--- src/rtl/sync_filter_block_if.sv ---
// Port bundle for sync_filter_block.
//   data_in  : asynchronous inputs, driven by the source side
//   data_out : synchronized, filtered levels
//   rise     : one-cycle pulse per bit on a filtered 0->1 change
//   fall     : one-cycle pulse per bit on a filtered 1->0 change
//   changed  : OR of rise|fall, same cycle
// master = source/consumer side, slave = the synchronizer block.
interface sync_filter_block_if #(
    parameter int unsigned WIDTH = 1
);
    logic [WIDTH-1:0] data_in;
    logic [WIDTH-1:0] data_out;
    logic [WIDTH-1:0] rise;
    logic [WIDTH-1:0] fall;
    logic             changed;

    modport master (
        output data_in,
        input  data_out,
        input  rise,
        input  fall,
        input  changed
    );

    modport slave (
        input  data_in,
        output data_out,
        output rise,
        output fall,
        output changed
    );
endinterface

--- src/rtl/sync_filter_block.sv ---
// Multi-bit synchronizer with per-bit glitch filter and edge pulses.
// Each bit passes through a STAGES-deep flop chain, then must hold a value
// different from data_out for FILTER_CNT consecutive cycles before data_out
// follows. rise/fall/changed pulse for one cycle with the data_out update.
// Ports:
//   clk   : system clock, rising edge
//   rst_n : asynchronous active-low reset
//   bus   : slave modport (data_in in; data_out, rise, fall, changed out)
module sync_filter_block #(
    parameter int unsigned WIDTH      = 1,
    parameter int unsigned STAGES     = 2,
    parameter int unsigned FILTER_CNT = 1,
    parameter logic        INIT       = 1'b0
) (
    input  logic                clk,
    input  logic                rst_n,
    sync_filter_block_if.slave  bus
);

    localparam int unsigned      CNT_W    = (FILTER_CNT > 2) ? $clog2(FILTER_CNT) : 1;
    localparam logic [CNT_W-1:0] CNT_MAX  = CNT_W'(FILTER_CNT - 1);
    localparam logic [WIDTH-1:0] INIT_VEC = {WIDTH{INIT}};

    // Elaboration-time parameter range checks.
    if (WIDTH < 1 || WIDTH > 32) begin : g_chk_width
        $error("sync_filter_block: WIDTH must be in 1..32");
    end
    if (STAGES < 2 || STAGES > 4) begin : g_chk_stages
        $error("sync_filter_block: STAGES must be in 2..4");
    end
    if (FILTER_CNT < 1 || FILTER_CNT > 255) begin : g_chk_filter
        $error("sync_filter_block: FILTER_CNT must be in 1..255");
    end

    logic [WIDTH-1:0] sync_q [STAGES];
    logic [WIDTH-1:0] sync_bits;
    logic [CNT_W-1:0] cnt_q  [WIDTH];
    logic [CNT_W-1:0] cnt_d  [WIDTH];
    logic [WIDTH-1:0] out_q;
    logic [WIDTH-1:0] out_d;
    logic [WIDTH-1:0] rise_q;
    logic [WIDTH-1:0] rise_d;
    logic [WIDTH-1:0] fall_q;
    logic [WIDTH-1:0] fall_d;
    logic             changed_q;
    logic             changed_d;

    // Plain flop chain; stage 0 is the only flop that sees data_in.
    always_ff @(posedge clk or negedge rst_n) begin
        if (!rst_n) begin
            for (int k = 0; k < int'(STAGES); k++) begin
                sync_q[k] <= INIT_VEC;
            end
        end else begin
            sync_q[0] <= bus.data_in;
            for (int k = 1; k < int'(STAGES); k++) begin
                sync_q[k] <= sync_q[k-1];
            end
        end
    end

    assign sync_bits = sync_q[STAGES-1];

    // Per-bit stability counter: clears whenever the synchronized bit agrees
    // with data_out, so any shorter excursion is discarded.
    always_comb begin
        out_d  = out_q;
        rise_d = '0;
        fall_d = '0;
        for (int i = 0; i < int'(WIDTH); i++) begin
            cnt_d[i] = cnt_q[i];
        end
        for (int i = 0; i < int'(WIDTH); i++) begin
            if (sync_bits[i] == out_q[i]) begin
                cnt_d[i] = '0;
            end else if (cnt_q[i] == CNT_MAX) begin
                cnt_d[i]  = '0;
                out_d[i]  = sync_bits[i];
                rise_d[i] = sync_bits[i];
                fall_d[i] = ~sync_bits[i];
            end else begin
                cnt_d[i] = cnt_q[i] + CNT_W'(1);
            end
        end
        changed_d = |(rise_d | fall_d);
    end

    // Output and counter registers.
    always_ff @(posedge clk or negedge rst_n) begin
        if (!rst_n) begin
            for (int i = 0; i < int'(WIDTH); i++) begin
                cnt_q[i] <= '0;
            end
            out_q     <= INIT_VEC;
            rise_q    <= '0;
            fall_q    <= '0;
            changed_q <= 1'b0;
        end else begin
            for (int i = 0; i < int'(WIDTH); i++) begin
                cnt_q[i] <= cnt_d[i];
            end
            out_q     <= out_d;
            rise_q    <= rise_d;
            fall_q    <= fall_d;
            changed_q <= changed_d;
        end
    end

    assign bus.data_out = out_q;
    assign bus.rise     = rise_q;
    assign bus.fall     = fall_q;
    assign bus.changed  = changed_q;

endmodule

--- src/flat_wrapper.sv ---
// flat-port wrapper written by rule: the top's interface ports become plain ports
module sync_filter_block_flat 
#(
    parameter int unsigned WIDTH      = 1,
    parameter int unsigned STAGES     = 2,
    parameter int unsigned FILTER_CNT = 1,
    parameter logic        INIT       = 1'b0
)
  (clk, rst_n, bus_data_in, bus_data_out, bus_rise, bus_fall, bus_changed);
  sync_filter_block_if #(.WIDTH(WIDTH)) bus_i ();
  input  logic clk;
  input  logic rst_n;
  input wire logic [$bits(bus_i.data_in)-1:0] bus_data_in;
  output wire logic [$bits(bus_i.data_out)-1:0] bus_data_out;
  output wire logic [$bits(bus_i.rise)-1:0] bus_rise;
  output wire logic [$bits(bus_i.fall)-1:0] bus_fall;
  output wire logic [$bits(bus_i.changed)-1:0] bus_changed;
  assign bus_i.data_in = bus_data_in;
  assign bus_data_out = bus_i.data_out;
  assign bus_rise = bus_i.rise;
  assign bus_fall = bus_i.fall;
  assign bus_changed = bus_i.changed;
  sync_filter_block #(.WIDTH(WIDTH), .STAGES(STAGES), .FILTER_CNT(FILTER_CNT), .INIT(INIT)) u_core (.clk(clk), .rst_n(rst_n), .bus(bus_i));
endmodule
--- config.mk ---
export PLATFORM = sky130hd
export DESIGN_NAME = sync_filter_block_flat
export DESIGN_NICKNAME = d
export VERILOG_FILES = /design/src/rtl/sync_filter_block_if.sv /design/src/rtl/sync_filter_block.sv /design/src/flat_wrapper.sv
export SDC_FILE = /design/constraint.sdc
export NUM_CORES = 1
export LEC_CHECK = 0
export ABC_AREA = 1
export CORE_AREA = 3 3 40 42
export CTS_CLUSTER_DIAMETER = 200
export DETAILED_ROUTE_END_ITERATION = 10
export DIE_AREA = 0 0 43 45
export PLACE_DENSITY = 0.34
export SLEW_MARGIN = 20
export SYNTH_ARGS = -nofsm -noshare
export SYNTH_HDL_FRONTEND = slang
export SYNTH_SLANG_ARGS = --single-unit
--- constraint.sdc ---
create_clock -name clk -period 1.45 [get_ports clk]
set_clock_uncertainty 0.15 [all_clocks]
set_input_delay 0.435 -clock clk [delete_from_list [all_inputs] [get_ports clk]]
set_output_delay 0.435 -clock clk [all_outputs]
set_load 0.05 [all_outputs]
==> results.md <==
Worst hold path:
- The class of the tightest hold or removal check is register to register.

Global route:
- Entering global routing, the biggest net connects 7 pins.
- Global routing consumed, over all layers together, ~4.2% of the routing resources.
- The via count of the first global-routing pass is about 120.
- The number of antenna violations at the first check in global routing is 0.
- The first global-routing pass estimated about 500 microns of wire.
- The global-route congestion overflow total is 0.

CTS:
- CTS saw 6 sinks.
- The number of gates given a new drive strength after cts is 0.
- The clock buffer count from CTS is 3.
- The clock tree from TritonCTS is yes.
- The setup fix buffers added after clock tree synthesis is 0.
- The deepest level of the CTS H-tree is 1.
- No sink is reached through more buffers than the 2 on the longest clock path.
- The clock latency of the later-clocked register in the worst-skew pair is roughly 0.24 ns.
- The cell at the root of the clock tree is sky130_fd_sc_hd__clkbuf_4.
- The clock input transition at the sequential cells of the worst setup and hold paths is 0.04 ns.
- Buffers inserted to repair hold after CTS numbered 0.

Floorplanning:
- The vertical die dimension is around 45 microns.
- The initial core utilization is about 16%.
- The floorplan step defined a die boundary enclosing roughly 1900 sq um.
- The die outline width is 43 microns.
- The count of pins on the block boundary is 7.
- The floorplan step defined a core boundary enclosing between 1000 and 1500 sq um.
- In this run the core area contains 13 standard-cell rows.

STA:
- The smallest setup slack after layout is around 0.04 ns.
- The actual slew at the worst max-slew pin is about 0.27 ns.
- The final cycle utilization of the critical path is a little over nine tenths.
- The total count of hold-check failures in the final report came to 0.
- The worst-case headroom to the max-slew limit is 82.1%.
- The total count of max-transition violations in the final report came to 0.
- Setup repair after global routing left no endpoint under its margin.
- The final critical-path required period is between 1 and 1.5 ns.
- Setup violations remaining at the end of the flow were counted as 0.
- After routing, the total negative slack on setup checks comes to 0 ns.
- The fmax is 709 MHz.

Yosys:
- The post-synthesis net count is 19.
- By area the synthesized netlist is led by sky130_fd_sc_hd__dfrtp_1 (74%), sky130_fd_sc_hd__ha_1 (12%), sky130_fd_sc_hd__nand2_2 (6.2%).
- The count of synthesis-stage warnings from yosys is 0.
- The mean post-synth cell area is around 14 sq um.
- The cell type with the highest aggregate area in the netlist is sky130_fd_sc_hd__dfrtp_1.
- The sequential-to-total area share from yosys stat is approximately three quarters.
- The area share of the leading cell type in the synthesized netlist is 74.1%.
- Counting flops and latches in the post-synthesis netlist gives 6.
- The count of different cell masters after synthesis is 6.
- In this run the cell area of the synthesized design comes to slightly above 200 sq um.
- The number of standard cells after synthesis is 14.

Worst setup path:
- The cell type group with the largest total delay on the critical path is flip-flops.
- The worst stage delay on the critical path is roughly 0.43 ns.
- The worst setup path is captured at an output pin.
- Together, buffers and inverters on the worst path number 1.
- Traced cell by cell, the critical path runs through buf_12.
- The type of the worst setup path is register to output pin.
- For this design, the slowest cell found on the critical path is sky130_fd_sc_hd__dfrtp_2.
- The worst endpoint required time is approximately 0.87 ns.
- The signal arrival time at the worst endpoint is between 0.8 and 0.9 ns.
- The worst setup path is launched from a register.
- Along the worst path, the maximum fanout reaches 4.

Drt:
- The number of nets with antenna violations after routing is 0.
- The first-pass iteration count of the detailed router is 1.
- The routed layout has 120 vias.
- The DRC violation count after routing is 0.
- The total wirelength of the detailed-routed design is around 270 microns.
- The detailed router finished its first iteration with 0 violations.
- The average routed wire per standard cell is roughly 7 microns.
- The routed via count divided by cell count is approximately 3.2.

Power and ir drop:
- Summed over all cells, the static leakage comes to roughly 0.17 nW.
- The design draws 0.000820 W.
- For this design the ratio of total power to cell area is 2380 nW/um^2.
- The peak supply drop is approximately 0.63 mV.

Place:
- The quantity of I/O buffers inserted on ports is 6.
- Before CTS, the worst setup slack after placement is ~0.25 ns.
- The weighted congestion at the end of routability-driven global placement is 0.703.
- The cell total after placement is 35.

Final layout:
- The final non-filler cell total is 38.
- In the final layout, the share of cells above drive strength 1 is between 40 and 50%.
- Leaving out fill and tap cells, the most frequent cell in the layout is sky130_fd_sc_hd__dfrtp_1.
- The final antenna diode count is 0.
- The area overhead of the layout relative to synthesis is 70.4%.
- Cells fill 26.9% of the core in the end.
- In the layout the commonest cells are sky130_fd_sc_hd__dfrtp_1 (5), sky130_fd_sc_hd__buf_12 (4), sky130_fd_sc_hd__clkbuf_4 (3).
- The layout net count is 30.
- The count of fill cells added during filler insertion is approximately 140.

Job:
- The max-cap check violation count is 0.

Outcome:
- The run finished with clean final reports.
## cell type report
class	instances	area (sq um)	area share, %
sequential	6	151	43.8
tap	15	18.8	5.43
multi-input combinational	5	41.3	12.0
timing repair buffer	6	100	29.0
clock buffer	3	22.5	6.52
inverter	3	11.3	3.26
## worst register-to-register path, delay by kind of cell (launching register included)
kind	cells	cell delay (ns)
adders and majority gates	1	0.31
buffers and inverters	1	0.05
DFF	1	0.40
and+or+nand+nor	2	0.14
## state kept, by name (all words and copies together) (netlist names)
signal / flops
u_core.sync_q: 1
u_core.bus.fall: 1
u_core.bus.rise: 1
u_core.bus.changed: 1
u_core.bus.data_out: 1
u_core.sync_bits: 1
## per-layer routing
layer	GRT usage, %	up-vias	share of wire [%]
met1	3.69	53	34
met4	1.81	0	0
met5	0	-	0
met2	4.79	9	41
li1	-	58	-
met3	6.37	0	24
## logic make-up after synthesis
logic type	synth area share, %
DFF	74.1
adders and majority gates	12.3
buffers and inverters	5.56
and+or+nand+nor	8.02
## worst paths after layout
check / from / to / slack (ns) / depth (start not counted)
setup / recovery: u_core.bus.data_out / bus_data_out / 0.04 / 1
hold / removal: u_core.sync_q[1] / u_core.sync_bits / 0.20 / 0
setup reg to reg: u_core.bus.data_out / u_core.bus.data_out / 0.29 / 4
hold reg to reg: u_core.sync_q[1] / u_core.sync_bits / 0.20 / 0
max in group asynchronous: rst_n / u_core.bus.data_out / 0.63 / 1
min in group asynchronous: rst_n / u_core.bus.changed / 0.28 / 1
## synth_stat cells
library cell and number:
sky130_fd_sc_hd__dfrtp_1 6, sky130_fd_sc_hd__ha_1 2, sky130_fd_sc_hd__inv_1 2, sky130_fd_sc_hd__nand2_2 2, sky130_fd_sc_hd__inv_2 1, sky130_fd_sc_hd__nand2_1 1
## through the flow
step	hold slack (ns)	instance area, sq um
finish	0.196	345
global route	0.214	345
CTS	0.202	344
detailed placement	0.192	322
global placement	0.191	322
floorplan	-0.0106	203
## power by group
part | total (W) | switching, W | internal, W
registers | 0.000264 | 0.0000466 | 0.000218
logic | 0.000408 | 0.000214 | 0.000194
clock network | 0.000148 | 0.0000549 | 0.0000933
total | 0.000820 | 0.000315 | 0.000505
No activity file was read; power rests on OpenSTA's default activity.
